File: src/rtl/instr_encode_loader_if.sv
// Request, memory-write and status bundle for the instruction encoder/loader.
// The master drives encode requests; the slave (the loader) drives the write port and status.
interface instr_encode_loader_if #(
    parameter int ADDR_W = 10
);
    logic              start;
    logic              in_valid;
    logic              in_ready;
    logic [4:0]        in_kind;
    logic [4:0]        rs;
    logic [4:0]        rt;
    logic [4:0]        rd;
    logic [4:0]        shamt;
    logic [15:0]       imm;
    logic [25:0]       target;
    logic              mem_we;
    logic [ADDR_W-1:0] mem_addr;
    logic [31:0]       mem_wdata;
    logic [ADDR_W:0]   count;
    logic              full;
    logic              busy;
    logic              err_illegal;
    logic [31:0]       checksum;

    modport master (
        output start, in_valid, in_kind, rs, rt, rd, shamt, imm, target,
        input  in_ready, mem_we, mem_addr, mem_wdata, count, full, busy,
               err_illegal, checksum
    );

    modport slave (
        input  start, in_valid, in_kind, rs, rt, rd, shamt, imm, target,
        output in_ready, mem_we, mem_addr, mem_wdata, count, full, busy,
               err_illegal, checksum
    );
endinterface

File: src/rtl/instr_encode_loader.sv
// Encodes MIPS-style instruction requests into 32-bit words and streams them
// sequentially into instruction memory, tracking word count and an XOR checksum.
module instr_encode_loader #(
    parameter int ADDR_W = 10
) (
    input logic                  clock,
    input logic                  reset_n,
    instr_encode_loader_if.slave bus
);
    localparam logic [ADDR_W:0] DEPTH_CNT = {1'b1, {ADDR_W{1'b0}}};

    localparam logic [0:0] IDLE  = 1'b0;
    localparam logic [0:0] WRITE = 1'b1;

    logic [0:0]        state_q, state_d;
    logic              mem_we_q, mem_we_d;
    logic [ADDR_W-1:0] mem_addr_q, mem_addr_d;
    logic [31:0]       mem_wdata_q, mem_wdata_d;
    logic [ADDR_W-1:0] wr_ptr_q, wr_ptr_d;
    logic [ADDR_W:0]   count_q, count_d;
    logic [31:0]       checksum_q, checksum_d;
    logic              err_illegal_q, err_illegal_d;

    logic [31:0] word;
    logic        legal;
    logic        full;
    logic        in_ready;
    logic        accept;

    assign full     = (count_q == DEPTH_CNT);
    assign in_ready = (state_q == IDLE) && !full && !bus.start;
    assign accept   = bus.in_valid && in_ready;

    // Field forcing (zeroed rs/rt/rd/shamt) is folded into each format here.
    always_comb begin
        word  = 32'h0;
        legal = 1'b1;
        case (bus.in_kind)
            5'd0:  word = {6'b000000, bus.rs, bus.rt, bus.rd, 5'd0, 6'b100000};
            5'd1:  word = {6'b000000, bus.rs, bus.rt, bus.rd, 5'd0, 6'b100010};
            5'd2:  word = {6'b000000, bus.rs, bus.rt, bus.rd, 5'd0, 6'b100100};
            5'd3:  word = {6'b000000, bus.rs, bus.rt, bus.rd, 5'd0, 6'b100101};
            5'd4:  word = {6'b000000, bus.rs, bus.rt, bus.rd, 5'd0, 6'b101010};
            5'd5:  word = {6'b000000, 5'd0, bus.rt, bus.rd, bus.shamt, 6'b000000};
            5'd6:  word = {6'b000000, 5'd0, bus.rt, bus.rd, bus.shamt, 6'b000010};
            5'd7:  word = {6'b000000, 5'd0, bus.rt, bus.rd, bus.shamt, 6'b000011};
            5'd8:  word = {6'b000000, bus.rs, 15'd0, 6'b001000};
            5'd9:  word = {6'b001000, bus.rs, bus.rt, bus.imm};
            5'd10: word = {6'b001101, bus.rs, bus.rt, bus.imm};
            5'd11: word = {6'b100011, bus.rs, bus.rt, bus.imm};
            5'd12: word = {6'b101011, bus.rs, bus.rt, bus.imm};
            5'd13: word = {6'b000100, bus.rs, bus.rt, bus.imm};
            5'd14: word = {6'b000101, bus.rs, bus.rt, bus.imm};
            5'd15: word = {6'b000010, bus.target};
            5'd16: word = {6'b000011, bus.target};
            5'd17: word = {6'b001111, 5'd0, bus.rt, bus.imm};
            default: legal = 1'b0;
        endcase
    end

    always_comb begin
        state_d       = state_q;
        mem_we_d      = 1'b0;
        mem_addr_d    = mem_addr_q;
        mem_wdata_d   = mem_wdata_q;
        wr_ptr_d      = wr_ptr_q;
        count_d       = count_q;
        checksum_d    = checksum_q;
        err_illegal_d = err_illegal_q;
        case (state_q)
            IDLE: begin
                if (bus.start) begin
                    wr_ptr_d      = '0;
                    count_d       = '0;
                    checksum_d    = 32'h0;
                    err_illegal_d = 1'b0;
                end else if (accept) begin
                    if (legal) begin
                        mem_we_d    = 1'b1;
                        mem_addr_d  = wr_ptr_q;
                        mem_wdata_d = word;
                        state_d     = WRITE;
                    end else begin
                        err_illegal_d = 1'b1;
                    end
                end
            end
            WRITE: begin
                state_d = IDLE;
                // A start arriving mid-write lets the write land but wipes its bookkeeping.
                if (bus.start) begin
                    wr_ptr_d      = '0;
                    count_d       = '0;
                    checksum_d    = 32'h0;
                    err_illegal_d = 1'b0;
                end else begin
                    if (wr_ptr_q != {ADDR_W{1'b1}}) begin
                        wr_ptr_d = wr_ptr_q + 1'b1;
                    end
                    count_d    = count_q + 1'b1;
                    checksum_d = checksum_q ^ mem_wdata_q;
                end
            end
            default: state_d = IDLE;
        endcase
    end

    always_ff @(posedge clock or negedge reset_n) begin
        if (!reset_n) begin
            state_q       <= IDLE;
            mem_we_q      <= 1'b0;
            mem_addr_q    <= '0;
            mem_wdata_q   <= 32'h0;
            wr_ptr_q      <= '0;
            count_q       <= '0;
            checksum_q    <= 32'h0;
            err_illegal_q <= 1'b0;
        end else begin
            state_q       <= state_d;
            mem_we_q      <= mem_we_d;
            mem_addr_q    <= mem_addr_d;
            mem_wdata_q   <= mem_wdata_d;
            wr_ptr_q      <= wr_ptr_d;
            count_q       <= count_d;
            checksum_q    <= checksum_d;
            err_illegal_q <= err_illegal_d;
        end
    end

    assign bus.in_ready    = in_ready;
    assign bus.mem_we      = mem_we_q;
    assign bus.mem_addr    = mem_addr_q;
    assign bus.mem_wdata   = mem_wdata_q;
    assign bus.count       = count_q;
    assign bus.full        = full;
    assign bus.busy        = (state_q == WRITE);
    assign bus.err_illegal = err_illegal_q;
    assign bus.checksum    = checksum_q;
endmodule

File: src/flat_wrapper.sv
// flat-port wrapper written by rule: the top's interface ports become plain ports
module instr_encode_loader_flat 
#(
    parameter int ADDR_W = 10
)
  (clock, reset_n, bus_start, bus_in_valid, bus_in_kind, bus_rs, bus_rt, bus_rd, bus_shamt, bus_imm, bus_target, bus_in_ready, bus_mem_we, bus_mem_addr, bus_mem_wdata, bus_count, bus_full, bus_busy, bus_err_illegal, bus_checksum);
  instr_encode_loader_if #(.ADDR_W(ADDR_W)) bus_i ();
  input logic clock;
  input logic reset_n;
  input wire logic [$bits(bus_i.start)-1:0] bus_start;
  input wire logic [$bits(bus_i.in_valid)-1:0] bus_in_valid;
  input wire logic [$bits(bus_i.in_kind)-1:0] bus_in_kind;
  input wire logic [$bits(bus_i.rs)-1:0] bus_rs;
  input wire logic [$bits(bus_i.rt)-1:0] bus_rt;
  input wire logic [$bits(bus_i.rd)-1:0] bus_rd;
  input wire logic [$bits(bus_i.shamt)-1:0] bus_shamt;
  input wire logic [$bits(bus_i.imm)-1:0] bus_imm;
  input wire logic [$bits(bus_i.target)-1:0] bus_target;
  output wire logic [$bits(bus_i.in_ready)-1:0] bus_in_ready;
  output wire logic [$bits(bus_i.mem_we)-1:0] bus_mem_we;
  output wire logic [$bits(bus_i.mem_addr)-1:0] bus_mem_addr;
  output wire logic [$bits(bus_i.mem_wdata)-1:0] bus_mem_wdata;
  output wire logic [$bits(bus_i.count)-1:0] bus_count;
  output wire logic [$bits(bus_i.full)-1:0] bus_full;
  output wire logic [$bits(bus_i.busy)-1:0] bus_busy;
  output wire logic [$bits(bus_i.err_illegal)-1:0] bus_err_illegal;
  output wire logic [$bits(bus_i.checksum)-1:0] bus_checksum;
  assign bus_i.start = bus_start;
  assign bus_i.in_valid = bus_in_valid;
  assign bus_i.in_kind = bus_in_kind;
  assign bus_i.rs = bus_rs;
  assign bus_i.rt = bus_rt;
  assign bus_i.rd = bus_rd;
  assign bus_i.shamt = bus_shamt;
  assign bus_i.imm = bus_imm;
  assign bus_i.target = bus_target;
  assign bus_in_ready = bus_i.in_ready;
  assign bus_mem_we = bus_i.mem_we;
  assign bus_mem_addr = bus_i.mem_addr;
  assign bus_mem_wdata = bus_i.mem_wdata;
  assign bus_count = bus_i.count;
  assign bus_full = bus_i.full;
  assign bus_busy = bus_i.busy;
  assign bus_err_illegal = bus_i.err_illegal;
  assign bus_checksum = bus_i.checksum;
  instr_encode_loader #(.ADDR_W(ADDR_W)) u_core (.clock(clock), .reset_n(reset_n), .bus(bus_i));
endmodule
File: config.mk
export PLATFORM = sky130hd
export DESIGN_NAME = instr_encode_loader_flat
export DESIGN_NICKNAME = d
export VERILOG_FILES = /design/src/rtl/instr_encode_loader_if.sv /design/src/rtl/instr_encode_loader.sv /design/src/flat_wrapper.sv
export SDC_FILE = /design/constraint.sdc
export NUM_CORES = 1
export LEC_CHECK = 0
export BUFFER_PORTS_ARGS = -buffer_cell sky130_fd_sc_hd__buf_2
export CAP_MARGIN = 20
export CORE_MARGIN = 2
export CORE_UTILIZATION = 40
export CTS_CLUSTER_DIAMETER = 150
export DETAILED_ROUTE_END_ITERATION = 10
export GPL_TIMING_DRIVEN = 0
export PLACE_DENSITY = 0.66
export SYNTH_ARGS = -nofsm -noshare
export SYNTH_HDL_FRONTEND = slang
export SYNTH_SLANG_ARGS = --single-unit
File: constraint.sdc
create_clock -name clock -period 2.2 [get_ports clock]
set_input_delay 0.22 -clock clock [delete_from_list [all_inputs] [get_ports clock]]
set_output_delay 0.22 -clock clock [all_outputs]
set_load 0.005 [all_outputs]
==> flow_summary.toml <==
[placement]
place_inst = 801
hpwl_um = 10100
gp_congestion = 0.8847
io_buffers = 155
dpl_cell_area_mm2 = 0.005877

[cells_and_area]
fill_cells = 1137
final_nets = 740
syn2layout_area_growth_pct = 27.44
antenna_cells = 0
finish.instance_area_mm2 = 0.006223
layout.cells.non_filler = 818
drive_gt1_share_pct = 32.34

[floorplan]
core_area_mm2 = 0.01196
die_y_um = 114.5
num_rows = 40
ios = 161
die_width_um = 114.5
initial_core_util_pct = 40.83
die_area_mm2 = 0.01311

[sta]
skew_ns = 0.005645
worstMarginPinSlew_ns = 0.5904
post-route-period-util_pct = 95.52
drv_slew = 0
rsz0062_at_grt = "true"
holdWs_ns = 0.1314
finalSetupViolCount = 0
period_minus_slack_ns = 2.101
final-hold-violation-count = 0
fin_tns_setup_ns = 0
max_slew_margin_pct = 60.64
max_freq_mhz = 475.9

[global_route]
antenna_found_initial = 1
grt_pass1_vias = 4239
groute.usage.overall_pct = 20.76
grt_overflow = 0
grt_first_pass_wirelength_um = 21430
grt_max_degree = 53

[detailed_routing]
wl_per_cell_um = 16.56
drc = 0
first_iter_violations = 283
routed_wl_um = 13540
route.vias.total = 4358
wirelength_met1_um = 6141
topRoutingLayerUsed = "met4"
antenna_left = 0
drt-pass1-iter-count = 5
wl_met2_um = 6412
wl_met3_um = 692
via_per_inst = 5.328

[yosys]
syn_area_mm2 = 0.004883
synth.largest_area_cell = "dfrtp_1"
synth_most_common_cell = "dfrtp_1"
async_flop_share_pct = 100.0
synth.top_cell.area_share_pct = 48.68
synth_area_per_cell_um2 = 9.826
seq_area_frac_synth_pct = 48.68
ys_ff_latch = 95
ys_top_cells_by_count = "dfrtp_1 (95), nor2_1 (55), nand2_1 (51)"
synthFlopType = "dfrtp_1"
yosysUniqueCellTypes = 61
yosys_warnings = 0
synth_edf_count = 0
synthCells = 497
synth_area_leaders = "dfrtp_1 (49%), xor2_1 (7.0%), nor2_1 (4.2%)"

[power]
p_leak_nw = 2.982
ir_drop_mv = 0.3687
p_per_area_mw_per_mm2 = 718.3

[cts]
cts_root_buf = "clkbuf_16"
htreeDepth = 3
cts_tree = "done"
cts_max_path_buffers = 2
clock_latency_ns = 0.34
numClockSinks = 95
numCtsBuffers = 9
clk_pin_slew_worst_paths_ns = 0.07

[critical_path]
cp-start-kind = "flop"
cp.buffers_inverters = 3
crit_family = "buffers and inverters"
cp_max_fo = 10
crit_type = "flop to primary output"
crit_chain = "inv_1 -> ha_1 -> and2_1 -> a311oi_2 -> buf_4 -> buf_6"
slowest_stage = "dfrtp_2"
critPathArrivalTime_ns = 1.88
crit_required_ns = 1.98
end_kind = "primary output"
crit_path_max_incr_delay_ns = 0.42

[flow_run]
cap_viol_max_count = 0

[status]
outcome = "completed"

[hold_path]
min-delay-path-class = "input port to flop"
-- cell type report --
type                    instances  area [um^2]  share of cell area (%)
flip-flops and latches         95         2379                   38.22
multi-input cells             352         2251                   36.17
repair buffers                159        837.1                   13.45
clock buffers                  11        242.7                   3.900
plain buffers                  37        203.9                   3.277
well taps                     147        183.9                   2.955
clock inverters                 5        81.33                   1.307
inverters                      12        45.04                  0.7238
-- per-stage QoR --
stage | util, % | worst slack (ns) | total power [mW]
finish | 52.03 | 0.09858 | 4.470
global route | 52.03 | -0.01520 | 4.687
CTS | 51.97 | 0.03201 | 4.506
detailed placement | 49.13 | -0.0008371 | 2.802
global placement | 48.88 | -0.06139 | 2.778
floorplan | - | 0.3344 | 2.419
-- per-layer routing --
metal | GRT usage (%) | vias up
met5 | 0 | -
met1 | 28.65 | 2127
met3 | 3.494 | 19
met4 | 8.130 | 0
met2 | 32.66 | 140
li1 | - | 2072
-- logic make-up after synthesis --
family / synth area share (%)
buffers and inverters: 5.303
XOR/XNOR: 8.071
other: 0.07679
multiplexers: 4.304
AO/OA/AOI/OAI: 18.11
adder cells (fa/ha/maj): 0.9737
AND/OR/NAND/NOR: 14.48
flip-flops: 48.68
-- layout by cell type (no fill, tap or decap), drive strengths merged, types with 5 or more instances in the layout --
| cell | Yosys | final |
|---|---|---|
| a31oi | 28 | 28 |
| or3 | 5 | 5 |
| mux2 | 13 | 13 |
| buf | 22 | 179 |
| o21ai | 24 | 24 |
| a21oi | 35 | 35 |
| nand3 | 5 | 5 |
| dfrtp | 95 | 95 |
| nor2 | 56 | 56 |
| xnor2 | 6 | 6 |
| nor3 | 9 | 9 |
| and2 | 5 | 5 |
| a22oi | 10 | 10 |
| a211oi | 5 | 5 |
| o211ai | 6 | 6 |
| inv | 12 | 12 |
| nand2 | 51 | 51 |
| clkbuf | 17 | 27 |
| xor2 | 39 | 39 |
-- worst reg2reg max path, delay by kind of cell (launching register included) --
| family | cells | cell delay, ns |
|---|---|---|
| and+or+nand+nor | 1 | 0.15 |
| DFF | 1 | 0.42 |
| adders and majority gates | 1 | 0.20 |
| AOI/OAI and AO/OA | 3 | 0.60 |
| buffers and inverters | 3 | 0.64 |
-- timing repair --
| item | in CTS | in global routing |
|---|---|---|
| endpoints found under the hold margin | 43 | 0 |
| hold buffers | 1 | 0 |
| setup endpoints to repair | 2 | 25 |
| buffers inserted | 0 | 2 |
| pin swaps | 0 | 2 |
| gates resized for setup | 3 | 5 |
| cloned | 0 | 0 |
-- final timing paths --
path                                              from                  endpoint  slack [ns]  cells past startpoint
min in group asynchronous                      reset_n    u_core.bus.mem_addr[5]        0.42                      2
worst max register to register     u_core.bus.count[0]  u_core.bus.mem_wdata[11]        0.12                      8
worst min-delay path                    bus_target[18]  u_core.bus.mem_wdata[18]        0.13                      3
worst min register to register  u_core.bus.mem_addr[2]    u_core.bus.mem_addr[2]        0.50                      1
max in group asynchronous                      reset_n   u_core.bus.checksum[13]        1.11                      3
worst max-delay path               u_core.bus.count[0]              bus_in_ready         0.1                      6
-- state kept, by name, summed over array words and instances, names as in the netlist --
| name | cells |
|---|---|
| u_core.wr_ptr_q | 10 |
| u_core.bus.err_illegal | 1 |
| u_core.bus.count | 11 |
| u_core.bus.mem_addr | 10 |
| u_core.bus.mem_we | 1 |
| u_core.bus.checksum | 31 |
| u_core.bus.mem_wdata | 31 |
-- where the power goes --
part           switching (mW)  internal [mW]
Sequential              0.140           1.91
Clock                   0.671           1.03
Combinational           0.387          0.339
Total                    1.20           3.27
(Power assumes the default switching activity.)
